--- src/rtl/fp_pkg.sv ---
// Shared single-precision definitions for the FPU operand front end:
// field widths, operand class encoding and the unpacker FSM state constants.
package fp_pkg;

    localparam int EXP_W  = 8;
    localparam int FRAC_W = 23;
    localparam int UEXP_W = 10;
    localparam int BIAS   = 127;
    localparam int MANT_W = FRAC_W + 1;

    typedef enum logic [2:0] {
        CLS_ZERO   = 3'd0,
        CLS_DENORM = 3'd1,
        CLS_NORMAL = 3'd2,
        CLS_INF    = 3'd3,
        CLS_QNAN   = 3'd4,
        CLS_SNAN   = 3'd5
    } fp_class_e;

    typedef logic [1:0] fsm_state_t;
    localparam fsm_state_t ST_IDLE = 2'd0;
    localparam fsm_state_t ST_NORM = 2'd1;
    localparam fsm_state_t ST_DONE = 2'd2;

    function automatic logic is_nan(input logic [2:0] cls);
        return (cls == CLS_QNAN) || (cls == CLS_SNAN);
    endfunction

endpackage

--- src/rtl/fp_classify.sv ---
// Combinational classifier: splits one packed single-precision word into
// sign, starting exponent, mantissa (hidden bit restored) and operand class.
module fp_classify
    import fp_pkg::*;
(
    input  logic [31:0]       word,
    output logic              sign,
    output logic [UEXP_W-1:0] exp,
    output logic [MANT_W-1:0] mant,
    output logic [2:0]        cls
);

    logic [EXP_W-1:0]  exp_field;
    logic [FRAC_W-1:0] frac_field;

    assign exp_field  = word[30:23];
    assign frac_field = word[22:0];
    assign sign       = word[31];

    // Denormals start at exponent 1 so that each later left shift is paired
    // with a single decrement and the result lands on the true exponent.
    always_comb begin
        exp  = '0;
        mant = '0;
        cls  = CLS_ZERO;
        if (exp_field == '0) begin
            if (frac_field != '0) begin
                cls  = CLS_DENORM;
                mant = {1'b0, frac_field};
                exp  = 10'd1;
            end
        end else if (exp_field == '1) begin
            exp = 10'd255;
            if (frac_field == '0) begin
                cls = CLS_INF;
            end else begin
                cls  = frac_field[FRAC_W-1] ? CLS_QNAN : CLS_SNAN;
                mant = {1'b0, frac_field};
            end
        end else begin
            cls  = CLS_NORMAL;
            mant = {1'b1, frac_field};
            exp  = {2'b00, exp_field};
        end
    end

endmodule

--- src/rtl/fp_operand_unpack.sv ---
// Operand unpacker: classifies two packed operands, normalizes denormals one
// bit per cycle, then presents the aligned fields until the consumer takes them.
module fp_operand_unpack
    import fp_pkg::*;
(
    input  logic              clk,
    input  logic              rst,
    input  logic              in_valid,
    output logic              in_ready,
    input  logic [31:0]       op_a,
    input  logic [31:0]       op_b,
    output logic              out_valid,
    input  logic              out_ready,
    output logic              a_sign,
    output logic              b_sign,
    output logic [UEXP_W-1:0] a_exp,
    output logic [UEXP_W-1:0] b_exp,
    output logic [MANT_W-1:0] a_mant,
    output logic [MANT_W-1:0] b_mant,
    output logic [2:0]        a_class,
    output logic [2:0]        b_class,
    output logic              invalid_flag,
    output logic              nan_flag,
    output logic [1:0]        dbg_state
);

    // Handshakes: a transfer happens on a rising edge where valid and ready
    // are both high; in_valid is ignored while in_ready is low, and outputs
    // hold steady from out_valid rising until out_ready completes the transfer.
    fsm_state_t state;

    logic              ca_sign, cb_sign;
    logic [UEXP_W-1:0] ca_exp, cb_exp;
    logic [MANT_W-1:0] ca_mant, cb_mant;
    logic [2:0]        ca_cls, cb_cls;

    fp_classify u_classify_a (
        .word (op_a),
        .sign (ca_sign),
        .exp  (ca_exp),
        .mant (ca_mant),
        .cls  (ca_cls)
    );

    fp_classify u_classify_b (
        .word (op_b),
        .sign (cb_sign),
        .exp  (cb_exp),
        .mant (cb_mant),
        .cls  (cb_cls)
    );

    logic a_pend, b_pend, norm_done, any_denorm;

    assign a_pend     = (a_class == CLS_DENORM) && !a_mant[MANT_W-1];
    assign b_pend     = (b_class == CLS_DENORM) && !b_mant[MANT_W-1];
    // Leave NORM on the cycle whose shift brings the last pending operand to bit 23.
    assign norm_done  = (!a_pend || a_mant[MANT_W-2]) && (!b_pend || b_mant[MANT_W-2]);
    assign any_denorm = (ca_cls == CLS_DENORM) || (cb_cls == CLS_DENORM);

    always_ff @(posedge clk or posedge rst) begin
        if (rst) begin
            state   <= ST_IDLE;
            a_sign  <= 1'b0;
            b_sign  <= 1'b0;
            a_exp   <= '0;
            b_exp   <= '0;
            a_mant  <= '0;
            b_mant  <= '0;
            a_class <= CLS_ZERO;
            b_class <= CLS_ZERO;
        end else begin
            case (state)
                ST_IDLE: begin
                    if (in_valid) begin
                        a_sign  <= ca_sign;
                        b_sign  <= cb_sign;
                        a_exp   <= ca_exp;
                        b_exp   <= cb_exp;
                        a_mant  <= ca_mant;
                        b_mant  <= cb_mant;
                        a_class <= ca_cls;
                        b_class <= cb_cls;
                        state   <= any_denorm ? ST_NORM : ST_DONE;
                    end
                end
                ST_NORM: begin
                    if (a_pend) begin
                        a_mant <= a_mant << 1;
                        a_exp  <= a_exp - 10'd1;
                    end
                    if (b_pend) begin
                        b_mant <= b_mant << 1;
                        b_exp  <= b_exp - 10'd1;
                    end
                    if (norm_done) begin
                        state <= ST_DONE;
                    end
                end
                ST_DONE: begin
                    if (out_ready) begin
                        state <= ST_IDLE;
                    end
                end
                default: state <= ST_IDLE;
            endcase
        end
    end

    assign in_ready     = (state == ST_IDLE);
    assign out_valid    = (state == ST_DONE);
    assign dbg_state    = state;
    assign nan_flag     = out_valid && (is_nan(a_class) || is_nan(b_class));
    assign invalid_flag = out_valid && ((a_class == CLS_SNAN) || (b_class == CLS_SNAN));

endmodule

--- config.mk ---
export PLATFORM = sky130hd
export DESIGN_NAME = fp_operand_unpack
export DESIGN_NICKNAME = d
export VERILOG_FILES = /design/src/rtl/fp_pkg.sv /design/src/rtl/fp_classify.sv /design/src/rtl/fp_operand_unpack.sv
export SDC_FILE = /design/constraint.sdc
export NUM_CORES = 1
export LEC_CHECK = 0
export ABC_AREA = 1
export CORE_ASPECT_RATIO = 0.8
export CORE_MARGIN = 2
export CORE_UTILIZATION = 49
export DETAILED_ROUTE_END_ITERATION = 6
export PLACE_DENSITY = 0.89
export SYNTH_ARGS = -nofsm -noshare
export SYNTH_HDL_FRONTEND = slang
export SYNTH_SLANG_ARGS = --single-unit
--- constraint.sdc ---
create_clock -name clk -period 4.2 [get_ports clk]
set_input_delay 0.84 -clock clk [delete_from_list [all_inputs] [get_ports clk]]
set_output_delay 0.84 -clock clk [all_outputs]
set_load 0.05 [all_outputs]
==> key figures, run 1 <==
Critical path
  – Startpoint Class: flip-flop
  – Worst Path Arrival: between 2 and 2.5 ns
  – Worst Path Required: roughly 3.4 ns
  – Critical path type: flip-flop to output port
  – Crit-path max FO: 5
  – Crit end category: output port

Synthesis
  – Synth top area share: 0.465
  – Largest area contributor in the netlist: dfrtp_1
  – Mapped Nets: ~660
  – Synth Area in Simple Gates: 0.273
  – Synth warn: 0
  – Mux cell area share after synthesis: 0
  – Post-synth EDFFs: 0
  – Post-synthesis sequential area ratio: 0.465
  – Main combinational cell family by area after synthesis: simple AND/OR/NAND/NOR gates
  – #FFs+latches synth: a little under 80
  – Mean Syn Cell Area: 7.15 sq um
  – Adder-cell share of the synthesized area: 0.00596
  – Primary FF master, synth: dfrtp_1
  – Synth Area in XOR/XNOR: 0
  – Mapped cell area: between 0.004 and 0.005 sq mm
  – Synth Instances: 587
  – Count leader, synth: nand2_1
  – Distinct cell type count after synthesis: 25
  – Ranking of synthesized cells by area: dfrtp_1, nand2_1, nor2_1, o21ai_0, a21oi_1
  – Asr flop ratio synth: 1.00
  – Synth Area in Compound Gates: 0.183
  – Post-synth top cells: nand2_1, nor2_1, dfrtp_1

Cells and area
  – Area grow syn2layout: 41.7%
  – Share of layout cells above drive strength 1: 0.0425
  – Final non-filler cell total: about 840
  – Final net count: 794
  – Fill cells: about 700
  – Final non-filler cell area: about 0.0059 sq mm
  – Ant diodes: 0

GRT
  – All-Layer GR Usage: 0.269
  – Vias in the first global route: around 4.1k
  – First-pass GRT wire length: 19900 microns
  – Initial antenna violation count: 0
  – Largest net degree at the start of global routing: a little over 60
  – Residual overflow from global routing: 0

Drt
  – DR vias: 4530
  – Post-DRT Antenna Nets: 0
  – Total Wirelength: around 12000 microns
  – Initial DRC Count: a little under 300
  – 1st-pass router iterations: 5
  – WL/cell: 14.8 microns
  – DRC Markers: 0
  – Vias/cell: between 5 and 6

STA
  – Tmin final: between 2 and 3 ns
  – Layout Skew: around 0.013 ns
  – Fmax: approximately 0.34 GHz
  – Fin crit share: 0.704
  – Final Max Slew Viols: 0
  – Total Neg Setup Slack: 0 ns
  – RSZ-0062 raised after global routing: false
  – Final hold viol count: 0
  – Relative slew slack: 0.302
  – Hold slack: just under 0.5 ns
  – Final Setup Violations: 0
  – Worst-Margin Slew: 1.05 ns

Power
  – Cell Pwr Density: 818 mW/mm^2
  – Leakage: approximately 0.0026 uW
  – Worst VDD drop: about 0.63 mV

Clocking
  – CTS root buffer: clkbuf_8
  – CTS tree: yes
  – Clk_lat worst skew: roughly 0.35 ns
  – Clock tree buffer depth: 2
  – Post-CTS sizing: 0
  – CTS clk-pin slew, worst paths: 0.09 ns
  – Post-CTS Setup Inserts: 0
  – # clock sinks: between 70 and 80
  – H-tree depth: 3
  – Post-cts hold buffer count: 0
  – CTS Buf Count: 9

Placed design
  – HPWL Detailed: between 8000 and 9000 microns
  – Placed cell area: about 0.0057 sq mm
  – Gpl congestion: roughly 0.93
  – Placed insts: 825
  – IO Port Bufs: 149

Floorplan
  – Die H: 86.8 microns
  – Rows: 30
  – Initial Util: 0.499
  – Die area: between 0.009 and 0.01 sq mm
  – Die X: 107 microns
  – Num ports: 150
  – Core area: around 0.0084 sq mm

Worst hold path
  – Worst Hold Class: flip-flop to flip-flop

Status
  – Status: finished, final reports clean

Run
  – Max-cap viol count: 0
[sequential cells by signal, indices dropped and copies added, names as in the netlist]
name / cells
b_class: 3
a_mant: 24
b_sign: 1
b_mant: 24
b_exp: 10
a_class: 3
a_sign: 1
dbg_state: 2
a_exp: 10
[report_power, final]
group          switching [uW]  internal (uW)  leakage, uW
Combinational            1930            883      0.00152
Clock                     286            349     0.000108
Sequential                322           1090     0.000955
Total                    2540           2320      0.00258
[placed cells by master, fill, tap and decap left out]
cell type | synthesis | routed
clkinv_1 | 1 | 1
clkbuf_8 | 0 | 10
nand2b_1 | 2 | 2
buf_4 | 4 | 4
o21ai_0 | 68 | 68
nand4_1 | 6 | 6
nor2_1 | 109 | 109
nand3_1 | 18 | 18
o21ai_1 | 31 | 31
nor2_2 | 1 | 1
ha_1 | 2 | 2
nor3_1 | 4 | 4
inv_1 | 41 | 40
bufinv_16 | 0 | 2
inv_2 | 4 | 4
o31ai_1 | 1 | 1
nor2_4 | 1 | 1
clkinv_2 | 0 | 3
o211ai_1 | 9 | 9
nand2_2 | 3 | 3
clkdlybuf4s50_1 | 0 | 149
clkinvlp_4 | 0 | 2
o22ai_1 | 5 | 5
dfrtp_1 | 78 | 78
nand2_1 | 142 | 142
a31oi_1 | 1 | 1
or2_2 | 1 | 1
a21oi_1 | 32 | 32
[worst paths after layout]
| kind | startpoint | end | slack [ns] | depth (start not counted) |
|---|---|---|---|---|
| max | dbg_state[1]$_DFFE_PP0P_ | invalid_flag | 1.24 | 5 |
| max in group asynchronous | rst | a_mant[22]$_DFFE_PP0P_ | 2.44 | 3 |
| min reg2reg | b_sign$_DFFE_PP0P_ | b_sign$_DFFE_PP0P_ | 0.50 | 2 |
| min in group asynchronous | rst | b_mant[18]$_DFFE_PP0P_ | 1.01 | 2 |
| max reg2reg | dbg_state[1]$_DFFE_PP0P_ | b_mant[14]$_DFFE_PP0P_ | 1.63 | 7 |
| min | b_sign$_DFFE_PP0P_ | b_sign$_DFFE_PP0P_ | 0.50 | 2 |
[cell families (layout without fill, tap and decap cells)]
family	count (synthesis)	in the layout
simple gates	287	287
buf+inv	73	215
fa+ha+maj	2	2
flops	78	78
compound gates	147	147
[metrics by stage]
stage / total power (uW) / util / worst slack (ns)
after CTS: 4870 / 0.707 / 1.23
final: 4860 / 0.707 / 1.24
after floorplan: 3220 / - / 0.920
after detailed placement: 4220 / 0.681 / 1.29
after global routing: 5110 / 0.707 / 1.10
after global placement: 4170 / 0.681 / 1.35
[critical path, stage by stage, from the launching register on]
cell	delay, ns
dfrtp_1	0.50
inv_1	0.06
nor2_1	0.18
inv_1	0.09
a21oi_1	0.12
clkdlybuf4s50_1	0.82
[per-layer routing]
| metal | wire length [microns] | GRT usage |
|---|---|---|
| met1 | 5710 | 0.388 |
| met2 | 5580 | 0.411 |
| met3 | 988 | 0.0617 |
| met4 | 133 | 0.0699 |
| met5 | 0 | 0 |
[final cells by class]
type / count / area [sq um] / area share
inverter: 46 / 174 / 0.0292
clock buffer: 10 / 138 / 0.0231
multi-input combinational: 436 / 1940 / 0.326
clock inverter: 6 / 85.1 / 0.0143
sequential: 78 / 1950 / 0.328
timing repair buffer: 153 / 1520 / 0.256
tap: 112 / 140 / 0.0236
No activity file was read; power rests on OpenSTA's default activity.
==> run 2, diff against run 1 <==
--- a/config.mk
+++ b/config.mk
@@ -8,9 +8,9 @@
 export ABC_AREA = 1
 export CORE_ASPECT_RATIO = 0.8
 export CORE_MARGIN = 2
-export CORE_UTILIZATION = 49
+export CORE_UTILIZATION = 45
 export DETAILED_ROUTE_END_ITERATION = 6
-export PLACE_DENSITY = 0.89
+export PLACE_DENSITY = 0.83
 export SYNTH_ARGS = -nofsm -noshare
 export SYNTH_HDL_FRONTEND = slang
 export SYNTH_SLANG_ARGS = --single-unit
==> constraint.sdc (replaced) <==
create_clock -name clk -period 2.9 [get_ports clk]
set_input_delay 0.58 -clock clk [delete_from_list [all_inputs] [get_ports clk]]
set_output_delay 0.58 -clock clk [all_outputs]
set_load 0.05 [all_outputs]
==> run 2 against run 1 <==
  * Sequential cell count did not move
  * Worst setup slack got worse by 0.97 ns
  * Cell count rose by 0.24%
  * Non-clock buffer count rose by 1
  * Critical path depth did not move
  * Worst hold slack barely moved
  * Utilization fell by 3.4 points
  * Wire length rose by 1.2%
  * Die area rose by 8.5%
  * Clock power rose by 110%
  * Critical endpoint is now nan_flag
  * Largest cell class unchanged
  * Largest power group unchanged
==> key figures, run 2 (same netlist as run 1, synthesis figures left out) <==
Floorplan
  – Die H: 90.4 microns (was 86.8 microns)
  – Initial Util: 0.463 (was 0.499)
  – Die area: 0.0101 sq mm (was 0.00933 sq mm)
  – Die X: 112 microns (was 107 microns)
  – Num ports: 150 (unchanged)
  – Core area: 0.00908 sq mm (was 0.00841 sq mm)
  – Rows: 31 (was 30)

Run
  – Max-cap viol count: 0 (unchanged)

Power
  – Cell Pwr Density: 1230 mW/mm^2 (was 818 mW/mm^2)
  – Worst VDD drop: 0.740 mV (was 0.626 mV)
  – Leakage: 0.00266 uW (was 0.00258 uW)

Clocking
  – Clock tree buffer depth: 2 (unchanged)
  – Post-cts hold buffer count: 0 (unchanged)
  – Post-CTS sizing: 0 (unchanged)
  – Clk_lat worst skew: 0.32 ns (was 0.35 ns)
  – CTS clk-pin slew, worst paths: 0.06 ns (was 0.09 ns)
  – CTS Buf Count: 9 (unchanged)
  – H-tree depth: 3 (unchanged)
  – CTS tree: yes (unchanged)
  – # clock sinks: 78 (unchanged)
  – Post-CTS Setup Inserts: 0 (unchanged)
  – CTS root buffer: clkbuf_16 (was clkbuf_8)

Drt
  – Total Wirelength: 12600 microns (was 12400 microns)
  – Post-DRT Antenna Nets: 0 (unchanged)
  – Vias/cell: 5.33 (was 5.39)
  – Initial DRC Count: 381 (was 297)
  – DR vias: 4489 (was 4530)
  – WL/cell: 14.9 microns (was 14.8 microns)
  – 1st-pass router iterations: 5 (unchanged)
  – DRC Markers: 0 (unchanged)

Critical path
  – Worst Path Arrival: 2.04 ns (was 2.12 ns)
  – Crit-path max FO: 5 (unchanged)
  – CP max-delay cell: clkdlybuf4s50_1 (unchanged)
  – Startpoint Class: flip-flop (unchanged)
  – Crit end category: output port (unchanged)
  – CP most frequent cell: inv_1 (unchanged)
  – Critical path type: flip-flop to output port (unchanged)
  – Worst Path Required: 2.32 ns (was 3.36 ns)
  – Worst-path cell chain: inv_1 > nor2_1 > inv_1 > a21oi_1 > clkdlybuf4s50_1 (unchanged)
  – Slowest stage delay, CP: 0.82 ns (about the same)

Placed design
  – Placed cell area: 0.00575 sq mm (was 0.00573 sq mm)
  – HPWL Detailed: 8890 microns (was 8770 microns)
  – Gpl congestion: 0.852 (was 0.928)
  – Placed insts: 829 (was 825)
  – IO Port Bufs: 149 (unchanged)

STA
  – RSZ-0062 raised after global routing: false (unchanged)
  – Final Max Slew Viols: 0 (unchanged)
  – Final hold viol count: 0 (unchanged)
  – Tmin final: about 2.6 ns
  – Hold slack: 0.496 ns (about the same)
  – Fmax: about 0.38 GHz
  – Layout Skew: 0.00632 ns (was 0.0127 ns)
  – Relative slew slack: 0.407 (was 0.302)
  – Final Setup Violations: 0 (unchanged)
  – Fin crit share: 0.904
  – Total Neg Setup Slack: 0 ns (unchanged)
  – Worst-Margin Slew: 0.889 ns (was 1.05 ns)

GRT
  – All-Layer GR Usage: 0.252 (was 0.269)
  – Vias in the first global route: 4195 (was 4098)
  – Residual overflow from global routing: 0 (unchanged)
  – Largest net degree at the start of global routing: 55 (was 62)
  – First-pass GRT wire length: 20900 microns (was 19900 microns)
  – Initial antenna violation count: 0 (unchanged)

Cells and area
  – Final net count: 795 (was 794)
  – Final non-filler cell total: 843 (was 841)
  – Fill cells: 765 (was 697)
  – Top Registers: a_mant (24), b_mant (24) (unchanged)
  – End-of-flow core utilization: 0.673 (was 0.707)
  – Area grow syn2layout: 45.5% (was 41.7%)
  – Register area: 0.00195 sq mm (unchanged)
  – Final non-filler cell area: 0.00611 sq mm (was 0.00595 sq mm)
  – Share of layout cells above drive strength 1: 0.0412 (was 0.0425)
  – Commonest non-fill, non-tap cell in the layout: clkdlybuf4s50_1 (unchanged)
  – Multi-input gate area: 0.00194 sq mm (unchanged)
  – Most frequent cells in the layout: clkdlybuf4s50_1, nand2_1, nor2_1 (unchanged)
  – Ant diodes: 0 (unchanged)

Status
  – Status: finished, final reports clean (unchanged)

Worst hold path
  – Worst Hold Class: flip-flop to flip-flop (unchanged)
-- run 2: final timing paths --
path	start	to	cells past startpoint	slack (ns)
worst max-delay path	dbg_state[1]$_DFFE_PP0P_	nan_flag	5	0.28
worst max register to register	dbg_state[1]$_DFFE_PP0P_	a_mant[20]$_DFFE_PP0P_	7	0.72
min in group asynchronous	rst	b_mant[17]$_DFFE_PP0P_	2	0.62
worst min register to register	a_sign$_DFFE_PP0P_	a_sign$_DFFE_PP0P_	2	0.50
max in group asynchronous	rst	b_class[0]$_DFFE_PP0P_	3	1.64
worst min-delay path	a_sign$_DFFE_PP0P_	a_sign$_DFFE_PP0P_	2	0.50
-- run 2: cell type report --
cell class                      count  share of cell area
Clock buffer                       10              0.0391
Clock inverter                      4              0.0197
Inverter                           46              0.0285
Multi-Input combinational cell    436               0.317
Sequential cell                    78               0.320
Tap cell                          115              0.0236
Timing Repair Buffer              154               0.252
-- run 2: metrics by stage --
step	power (uW)	setup WS [ns]
3_5_place_dp	6140	0.618
6_report	7510	0.278
3_3_place_gp	6040	0.696
5_1_grt	7900	0.155
2_1_floorplan	4670	-0.120
4_1_cts	7530	0.279
-- run 2: power by group --
part / leakage, uW / switching [uW] / internal (uW) / total [uW]
logic: 0.00153 / 2810 / 1290 / 4100
registers: 0.000955 / 461 / 1580 / 2040
clock network: 0.000175 / 423 / 942 / 1360
total: 0.00266 / 3690 / 3820 / 7510
-- run 2: critical path: cells and delay by family, from the launching register on --
family          cells  cell delay, ns
compound gates      1            0.13
flops               1            0.46
buf+inv             3            0.97
simple gates        1            0.16
-- run 2: per-layer routing --
metal | global-route usage | vias up | routed length, microns
met5 | 0 | - | 0
met4 | 0.0488 | 0 | 75
met3 | 0.0591 | 6 | 929
met2 | 0.389 | 209 | 5790
met1 | 0.368 | 2091 | 5760
li1 | - | 2183 | -
